[src/rtl/keypad_pkg.sv]
// keypad_pkg: key index encoding, emulator states and the idle column level.
package keypad_pkg;
    localparam logic [3:0] COL_IDLE = 4'b1111;
    typedef enum logic [2:0] {IDLE, BOUNCE_IN, HOLD, BOUNCE_OUT, GAP} emu_state_t;
    function automatic logic [1:0] key_row(input logic [3:0] key);
        return key[3:2];
    endfunction
    function automatic logic [1:0] key_col(input logic [3:0] key);
        return key[1:0];
    endfunction
    function automatic int cnt_w(input int n);
        return n > 1 ? $clog2(n) : 1;
    endfunction
endpackage

[src/rtl/keypad_emulator_if.sv]
// keypad_emulator_if: scanner-side matrix lines plus the press command/status.
interface keypad_emulator_if;
    logic [3:0] fila;
    logic [3:0] columna;
    logic [3:0] press_key;
    logic press_req;
    logic busy;
    logic done;
    modport master(output fila, press_req, press_key, input columna, busy, done);
    modport slave(input fila, press_req, press_key, output columna, busy, done);
endinterface

[src/rtl/keypad_emulator_contact_bounce.sv]
// contact_bounce: one bounce window; contact starts at level, toggles, then settles at level.
module contact_bounce
    import keypad_pkg::*;
#(
    parameter int BOUNCE_CYCLES = 20000,
    parameter int BOUNCE_TOGGLE = 2000,
    parameter int PW = 15
) (
    input  logic clk,
    input  logic rst,
    input  logic start,
    input  logic level,
    output logic finished,
    output logic contact
);
    localparam int TW = cnt_w(BOUNCE_TOGGLE);
    logic active;
    logic lvl;
    logic [PW-1:0] pcnt;
    logic [TW-1:0] tcnt;
    logic tog;
    assign finished = active && pcnt == PW'(BOUNCE_CYCLES - 1);
    assign tog = tcnt == TW'(BOUNCE_TOGGLE - 1);
    // the contact keeps its settled level after the window, serving HOLD and GAP too
    always_ff @(posedge clk or posedge rst)
        if (rst) begin
            active  <= 1'b0;
            lvl     <= 1'b0;
            contact <= 1'b0;
            pcnt    <= '0;
            tcnt    <= '0;
        end else if (start) begin
            active  <= BOUNCE_CYCLES > 0;
            lvl     <= level;
            contact <= level;
            pcnt    <= '0;
            tcnt    <= '0;
        end else if (finished) begin
            active  <= 1'b0;
            contact <= lvl;
        end else if (active) begin
            pcnt    <= pcnt + 1'b1;
            tcnt    <= tog ? '0 : tcnt + 1'b1;
            contact <= tog ? ~contact : contact;
        end
endmodule

[src/rtl/keypad_emulator.sv]
// keypad_emulator: answers the row scan on the column lines as one commanded key press would.
module keypad_emulator
    import keypad_pkg::*;
#(
    parameter int HOLD_CYCLES   = 500000,
    parameter int BOUNCE_CYCLES = 20000,
    parameter int BOUNCE_TOGGLE = 2000,
    parameter int GAP_CYCLES    = 100000
) (
    input logic clk,
    input logic rst,
    keypad_emulator_if.slave bus
);
    localparam int M1 = HOLD_CYCLES > BOUNCE_CYCLES ? HOLD_CYCLES : BOUNCE_CYCLES;
    localparam int PW = cnt_w(M1 > GAP_CYCLES ? M1 : GAP_CYCLES);
    localparam logic SKIP = BOUNCE_CYCLES == 0;
    emu_state_t state;
    logic [PW-1:0] cnt;
    logic [3:0] key;
    logic start, finished, contact, hold_end;
    assign hold_end = state == HOLD && cnt == PW'(HOLD_CYCLES - 1);
    assign start = (state == IDLE && bus.press_req) || hold_end;
    contact_bounce #(
        .BOUNCE_CYCLES(BOUNCE_CYCLES),
        .BOUNCE_TOGGLE(BOUNCE_TOGGLE),
        .PW(PW)
    ) u_bounce (
        .clk(clk),
        .rst(rst),
        .start(start),
        .level(state == IDLE),
        .finished(finished),
        .contact(contact)
    );
    assign bus.columna = contact && !bus.fila[key_row(key)] ? ~(4'b0001 << key_col(key)) : COL_IDLE;
    always_ff @(posedge clk or posedge rst)
        if (rst) begin
            state    <= IDLE;
            cnt      <= '0;
            key      <= '0;
            bus.busy <= 1'b0;
            bus.done <= 1'b0;
        end else begin
            bus.done <= 1'b0;
            case (state)
                IDLE: if (bus.press_req) begin
                    key      <= bus.press_key;
                    bus.busy <= 1'b1;
                    cnt      <= '0;
                    state    <= SKIP ? HOLD : BOUNCE_IN;
                end
                BOUNCE_IN: if (finished) begin
                    cnt   <= '0;
                    state <= HOLD;
                end
                HOLD: begin
                    cnt   <= hold_end ? '0 : cnt + 1'b1;
                    state <= hold_end ? (SKIP ? GAP : BOUNCE_OUT) : HOLD;
                end
                BOUNCE_OUT: if (finished) begin
                    cnt   <= '0;
                    state <= GAP;
                end
                GAP: if (cnt == PW'(GAP_CYCLES - 1)) begin
                    state    <= IDLE;
                    bus.busy <= 1'b0;
                    bus.done <= 1'b1;
                end else cnt <= cnt + 1'b1;
                default: state <= IDLE;
            endcase
        end
endmodule
[src/flat_wrapper.sv]
// flat-port wrapper written by rule: the top's interface ports become plain ports
module keypad_emulator_flat import keypad_pkg::*;
#(
    parameter int HOLD_CYCLES   = 500000,
    parameter int BOUNCE_CYCLES = 20000,
    parameter int BOUNCE_TOGGLE = 2000,
    parameter int GAP_CYCLES    = 100000
)
  (clk, rst, bus_fila, bus_press_req, bus_press_key, bus_columna, bus_busy, bus_done);
  keypad_emulator_if bus_i ();
  input logic clk;
  input logic rst;
  input wire logic [$bits(bus_i.fila)-1:0] bus_fila;
  input wire logic [$bits(bus_i.press_req)-1:0] bus_press_req;
  input wire logic [$bits(bus_i.press_key)-1:0] bus_press_key;
  output wire logic [$bits(bus_i.columna)-1:0] bus_columna;
  output wire logic [$bits(bus_i.busy)-1:0] bus_busy;
  output wire logic [$bits(bus_i.done)-1:0] bus_done;
  assign bus_i.fila = bus_fila;
  assign bus_i.press_req = bus_press_req;
  assign bus_i.press_key = bus_press_key;
  assign bus_columna = bus_i.columna;
  assign bus_busy = bus_i.busy;
  assign bus_done = bus_i.done;
  keypad_emulator #(.HOLD_CYCLES(HOLD_CYCLES), .BOUNCE_CYCLES(BOUNCE_CYCLES), .BOUNCE_TOGGLE(BOUNCE_TOGGLE), .GAP_CYCLES(GAP_CYCLES)) u_core (.clk(clk), .rst(rst), .bus(bus_i));
endmodule
[config.mk]
export PLATFORM = sky130hd
export DESIGN_NAME = keypad_emulator_flat
export DESIGN_NICKNAME = d
export VERILOG_FILES = /design/src/rtl/keypad_pkg.sv /design/src/rtl/keypad_emulator_if.sv /design/src/rtl/keypad_emulator_contact_bounce.sv /design/src/rtl/keypad_emulator.sv /design/src/flat_wrapper.sv
export SDC_FILE = /design/constraint.sdc
export NUM_CORES = 1
export LEC_CHECK = 0
export CELL_PAD_IN_SITES_DETAIL_PLACEMENT = 2
export CELL_PAD_IN_SITES_GLOBAL_PLACEMENT = 2
export CORE_MARGIN = 2
export CORE_UTILIZATION = 35
export CTS_CLUSTER_SIZE = 16
export DETAILED_ROUTE_END_ITERATION = 8
export GPL_TIMING_DRIVEN = 1
export PLACE_DENSITY_LB_ADDON = 0.1
export SLEW_MARGIN = 20
export SYNTH_ARGS = -nofsm -noshare
export SYNTH_HDL_FRONTEND = slang
export SYNTH_SLANG_ARGS = --single-unit
export TNS_END_PERCENT = 5
[constraint.sdc]
create_clock -name clk -period 2.65 [get_ports clk]
set_clock_uncertainty 0.1 [all_clocks]
set_input_delay 0.265 -clock clk [delete_from_list [all_inputs] [get_ports clk]]
set_output_delay 0.265 -clock clk [all_outputs]
set_load 0.005 [all_outputs]
# [After elaboration in Yosys (flattened, before gate mapping)]
# Index checks and enable logic that the tools add are counted.
# Widths: inputs -> output; s select.
[word_totals] out_inout_bits=6 word_cells=84 inputBits=11 register_bits=61
[op_classes] muxes=32 n_bitwise=2 n_eq_ne=15 add_sub_neg=3 n_lt_le_gt_ge=1 shifts=1 reduce_logical=20
[op_table] operator="$mux 19" count=7
[op_table] operator="$pmux 19 s4" count=1
[op_table] operator="$mux 11" count=4
[op_table] operator="$add 19x1->19 const B" count=2
[op_table] operator="$eq 19x15->1 const B" count=1
[op_table] operator="$eq 19x17->1 const B" count=1
[op_table] operator="$eq 19x19->1 const B" count=1
[op_table] operator="$pmux 3 s5" count=1
[op_table] operator="$mux 1" count=12
[op_table] operator="$mux 3" count=4
[op_table] operator="$add 11x1->11 const B" count=1
[op_table] operator="$eq 11x11->1 const B" count=1
[op_table] operator="$ne 2x1->1 const B" count=5
[op_table] operator="$reduce_and 4->1" count=2
[op_table] operator="$eq 3x2->1 const B" count=2
[op_table] operator="$reduce_and 2->1" count=3
[op_table] operator="$reduce_bool 2->1" count=3
[op_table] operator="$reduce_bool 3->1" count=2
[op_table] operator="$logic_and 1x1->1" count=4
[op_table] operator="$mux 4" count=1
[op_table] operator="$ne 2x2->1 const B" count=2
[op_table] operator="$not 4->4" count=1
[op_table] operator="$reduce_bool 4->1" count=1
[op_table] operator="$shl 1x2->4 const A" count=1
[op_table] operator="11 further kinds" count=11

# [Depth between registers and ports, before layout]
# Gate-level depths: netlist (run 1).
[logic_depth] ltp_word=5 ltp_mapped=9 ltp_nobuf=6

# [By module]
# A second synthesis (run 1) with hierarchy kept.
[unflattened] hier_cells=363 area_unflattened_um2=3484.6
[modules_own_cells] mod="contact_bounce" cells_per_inst=192 n_inst=1 area_per_inst_um2=1853.0
[modules_own_cells] mod="keypad_emulator" cells_per_inst=171 n_inst=1 area_per_inst_um2=1631.6

# [Least setup slack after synthesis (run 1)]
# OpenSTA, ideal clock, no wires.
[synth_path] path_type="register to register" from="reg u_core.u_bounce.pcnt[0]" to="reg u_core.cnt[4]" arrival_ps=1974 path_slack_ps=452 stages_incl_launch_ff=8 setup_time_ps=124 n_path_buf=1 t_required_ps=2426 path_cell_list="dfrtp_1 ha_1 and4_1 nand4_1 or4_4 buf_6 and2_1 a211o_1"
[synth_between] elab_chain_len=4
[synth_lines] item="from (decl)" line_no="keypad_emulator_contact_bounce.sv:19" rtl="logic [PW-1:0] pcnt;"
[synth_lines] item="from (signal assigned)" line_no="keypad_emulator_contact_bounce.sv:42" rtl="pcnt <= pcnt + 1'b1;"
[synth_lines] item="$eq 19x15->1" line_no="keypad_emulator_contact_bounce.sv:22" rtl="assign finished = active && pcnt == PW'(BOUNCE_CYCLES - 1);"
[synth_lines] item="$logic_and 1x1->1" line_no="keypad_emulator_contact_bounce.sv:22"
[synth_lines] item="$ne 2x1->1 (no line)"
[synth_lines] item="$reduce_and 4->1 (no line)"
[synth_lines] item="to (signal assigned)" line_no="keypad_emulator.sv:57" rtl="cnt <= hold_end ? '0 : cnt + 1'b1;"
[synth_lines] item="to (signal assigned)" line_no="keypad_emulator.sv:68" rtl="end else cnt <= cnt + 1'b1;"
[synth_lines] item="to (decl)" line_no="keypad_emulator.sv:18" rtl="logic [PW-1:0] cnt;"
# Every way passes these cells.
# A chain may end at the register's enable or synchronous reset.

# [Final worst setup path (run 1)]
[layout_path] from="reg u_core.key[2]" to="out bus_columna[0]"
[layout_between] elab_chain_len=5
[layout_lines] item="from (decl)" line_no="keypad_emulator.sv:19" rtl="logic [3:0] key;"
[layout_lines] item="from (signal assigned)" line_no="keypad_emulator.sv:47" rtl="key <= bus.press_key;"
[layout_lines] item="$bmux 1 s2" line_no="keypad_emulator.sv:35" rtl="assign bus.columna = contact && !bus.fila[key_row(key)] ? ~(4'b0001 << key_col(key)) : COL_IDLE;"
[layout_lines] item="$mux 1 (not written as such)" line_no="keypad_emulator.sv:35"
[layout_lines] item="$logic_not 1->1" line_no="keypad_emulator.sv:35"
[layout_lines] item="$logic_and 1x1->1" line_no="keypad_emulator.sv:35"
[layout_lines] item="$mux 4" line_no="keypad_emulator.sv:35"
[layout_lines] item="to (decl)" line_no="flat_wrapper.sv:16" rtl="output wire logic [$bits(bus_i.columna)-1:0] bus_columna;"
# Every way passes these cells. The select of a mux whose other input is x is not followed.

==> results of run 1 <==
==> synthesized netlist by cell type, types with 8 or more instances <==
cell type,n,share of area
a21oi_1,23,0.030
a21oi_2,8,0.019
clkbuf_1,14,0.014
dfrtp_1,61,0.40
mux2i_1,23,0.061
nand2_1,26,0.026
nand3_1,25,0.033
nand3b_1,8,0.016
nor2_1,21,0.021
nor3_1,9,0.012
o21ai_0,27,0.036
o21bai_1,18,0.036
or3_1,9,0.015
==> per-stage QoR <==
stage	instance area [um^2]	utilization	setup WS [ps]	total power [W]	cells
4_1_cts	4350	0.418	82.9	0.00246	557
3_3_place_gp	4180	0.401	303	0.00162	541
3_5_place_dp	4180	0.401	212	0.00167	541
5_1_grt	4350	0.418	31.2	0.00258	557
2_1_floorplan	3780	-	452	0.00150	392
6_report	4350	0.418	181	0.00242	557
==> power groups by stage <==
stage / Combinational (W) / Sequential [W] / Clock (W)
2_1_floorplan: 0.000313 / 0.00119 / 0
3_3_place_gp: 0.000388 / 0.00123 / 0
3_5_place_dp: 0.000420 / 0.00125 / 0
4_1_cts: 0.000425 / 0.00123 / 0.000803
5_1_grt: 0.000484 / 0.00127 / 0.000832
6_report: 0.000415 / 0.00123 / 0.000771
==> worst max-delay path: stages (launching register included) <==
cell and delay (ps):
dfrtp_1 370, mux4_2 510, nor2b_2 160, nor2b_2 180, nand2b_1 70, clkdlybuf4s50_1 450
==> what timing repair did <==
action / in CTS / in global routing
setup buffers: 0 / 0
endpoints found under the setup margin: 0 / 2
resized for setup: 0 / 2
hold endpoints to repair: 0 / 0
==> registers in the layout (all words and copies together) (netlist names) <==
signal and cells:
u_core.bus.busy 1, u_core.bus.done 1, u_core.cnt 19, u_core.key 4, u_core.state 3, u_core.u_bounce.active 1, u_core.u_bounce.contact 1, u_core.u_bounce.lvl 1
u_core.u_bounce.pcnt 19, u_core.u_bounce.tcnt 11
==> cell families after synthesis <==
kind of cell | after synthesis
AOI/OAI and AO/OA | 110
xor gates and xnor gates | 9
adders and majority gates | 3
buffers and inverters | 31
DFF | 61
muxes | 29
and+or+nand+nor | 149
==> worst max-delay path by stage <==
stage / end / slack, ps / from / depth (start not counted)
2_1_floorplan: u_core.cnt[4]$_DFFE_PP0P_ / 450 / u_core.u_bounce.pcnt[0]$_DFFE_PP0P_ / 7
3_3_place_gp: u_core.cnt[9]$_DFFE_PP0P_ / 300 / u_core.u_bounce.pcnt[0]$_DFFE_PP0P_ / 6
3_5_place_dp: u_core.u_bounce.tcnt[7]$_DFFE_PP0P_ / 210 / u_core.cnt[9]$_DFFE_PP0P_ / 6
4_1_cts: bus_columna[0] / 80 / u_core.key[2]$_DFFE_PP0P_ / 5
5_1_grt: u_core.u_bounce.tcnt[7]$_DFFE_PP0P_ / 30 / u_core.cnt[9]$_DFFE_PP0P_ / 6
6_report: bus_columna[0] / 180 / u_core.key[2]$_DFFE_PP0P_ / 5
==> area by class of cell <==
type                    instances  area, um^2  share of cell area
clock inverters                 1        5.00             0.00115
inverters                       7        26.3             0.00603
multi-input cells             300        2100               0.483
well taps                     136         170              0.0391
clock buffers                  15         166              0.0382
repair buffers                 37         355              0.0816
flip-flops and latches         61        1530               0.351
==> layer usage <==
| metal | wire length [um] | vias to the layer above | track usage | part of all wire |
|---|---|---|---|---|
| met1 | 4650 | 1659 | 0.242 | 0.45 |
| met2 | 5430 | 12 | 0.339 | 0.52 |
| met4 | 137 | 0 | 0.0632 | 0.013 |
| li1 | - | 1509 | - | - |
| met3 | 146 | 10 | 0.0381 | 0.014 |
| met5 | 0 | - | 0 | 0 |
==> impl_metrics.json, run 1 <==
{
  "whs_ps": 202,
  "cts.sinks": 61,
  "yosys_warnings": 0,
  "initial_utilization": 0.363,
  "period_needed_ps": 2470,
  "pwr-share-clk": 0.319,
  "power_density_nw_per_um2": 555,
  "first_pass_iters": 4,
  "area_growth_pct": 15.3,
  "vdd_drop_max_mv": 0.263,
  "syn_area_um2": 3780,
  "cap_violations": 0,
  "vias_per_cell": 5.73,
  "swShare": 0.315,
  "worst_pin_slew_ps": 498,
  "grt_overflow_total": 0,
  "rr_worst_depth": 6,
  "drt_wl_total_um": 10400,
  "reg2reg_from": "u_core.u_bounce.pcnt[0]$_DFFE_PP0P_",
  "final_common_cell": "dfrtp_1",
  "synth.distinct_cells": 57,
  "drc": 0,
  "yosys.area_share.adder": 0.00994,
  "synth_ff_type": "dfrtp_1",
  "core-area_um2": 10400,
  "comb_power_share": 0.172,
  "grt_pass1_vias": 3497,
  "die_area_um2": 11600,
  "numPortBuffers": 16,
  "wl_per_cell_um": 18.6,
  "antenna_found_initial": 0,
  "ys_seq_area_frac": 0.404,
  "path_clk_slew_ps": 70,
  "crit_type": "reg2out",
  "cts_buffer_depth": 2,
  "cts_hold_buf": 0,
  "synthMuxAreaShare": 0.0818,
  "drive_gt1_frac": 0.166,
  "vias": 3190,
  "pin_count": 17,
  "gp_congestion": 0.730,
  "rsz0062_at_grt": "no",
  "final_cell_mix": "dfrtp_1 (61), nand2_1 (26), o21ai_0 (26)",
  "cts_root_buf": "clkbuf_8",
  "outcome": "completed",
  "fmax_mhz": 405,
  "setup_tns_ps": 0,
  "worstPathMaxFanout": 3,
  "r2r_end": "u_core.cnt[7]$_DFFE_PP0P_",
  "power.leakage_nw": 1.63,
  "drt-initial-drc-count": 92,
  "insertion_delay_ps": 350,
  "endpoint_kind": "output pin",
  "setup_viol": 0,
  "maxSlewViolCount": 0,
  "htreeDepth": 3,
  "relSlewSlack": 0.665,
  "p_seq_frac": 0.509,
  "synth_fp_nets": 406,
  "synthCells": 392,
  "synth-simple-area-share": 0.230,
  "ys_seq_elements": 61,
  "cp.required_ps": 2290,
  "avgSynthCellArea_um2": 9.64,
  "critPathLaunchType": "flip-flop",
  "p_int_w": 0.00166,
  "grt_usage": 0.195,
  "grt_pass1_wl_um": 17800,
  "die_w_um": 108,
  "synth-compound-area-share": 0.211,
  "cts_buffers": 9,
  "fill_cells": 1143,
  "rrSetupSlack_ps": 200,
  "ant_nets": 0,
  "synth_xor_area_frac": 0.0209,
  "num_antenna_cells": 0,
  "finalHoldViolations": 0,
  "cts_tree": "done",
  "arrival_ps": 2100,
  "row_count": 37,
  "switching_power_w": 0.000762,
  "layout.nets": 430,
  "period_share": 0.932,
  "synth_edf_count": 0,
  "postSynth.asyncResetShare": 1.00,
  "synth_top_family_by_area": "simple AND/OR/NAND/NOR gates",
  "hold_class": "in2async",
  "dpl.hpwl_um": 7230,
  "grt_start_max_net_pins": 62,
  "die_h_um": 108
}
Note: power is estimated with default switching activity, not from simulation.
==> inputs of run 2 (changes only) <==
Settings changed: CTS_CLUSTER_DIAMETER set to 120.
==> results of run 2 <==
Same layout as run 1: the final DEF is identical, and so are final timing and power.
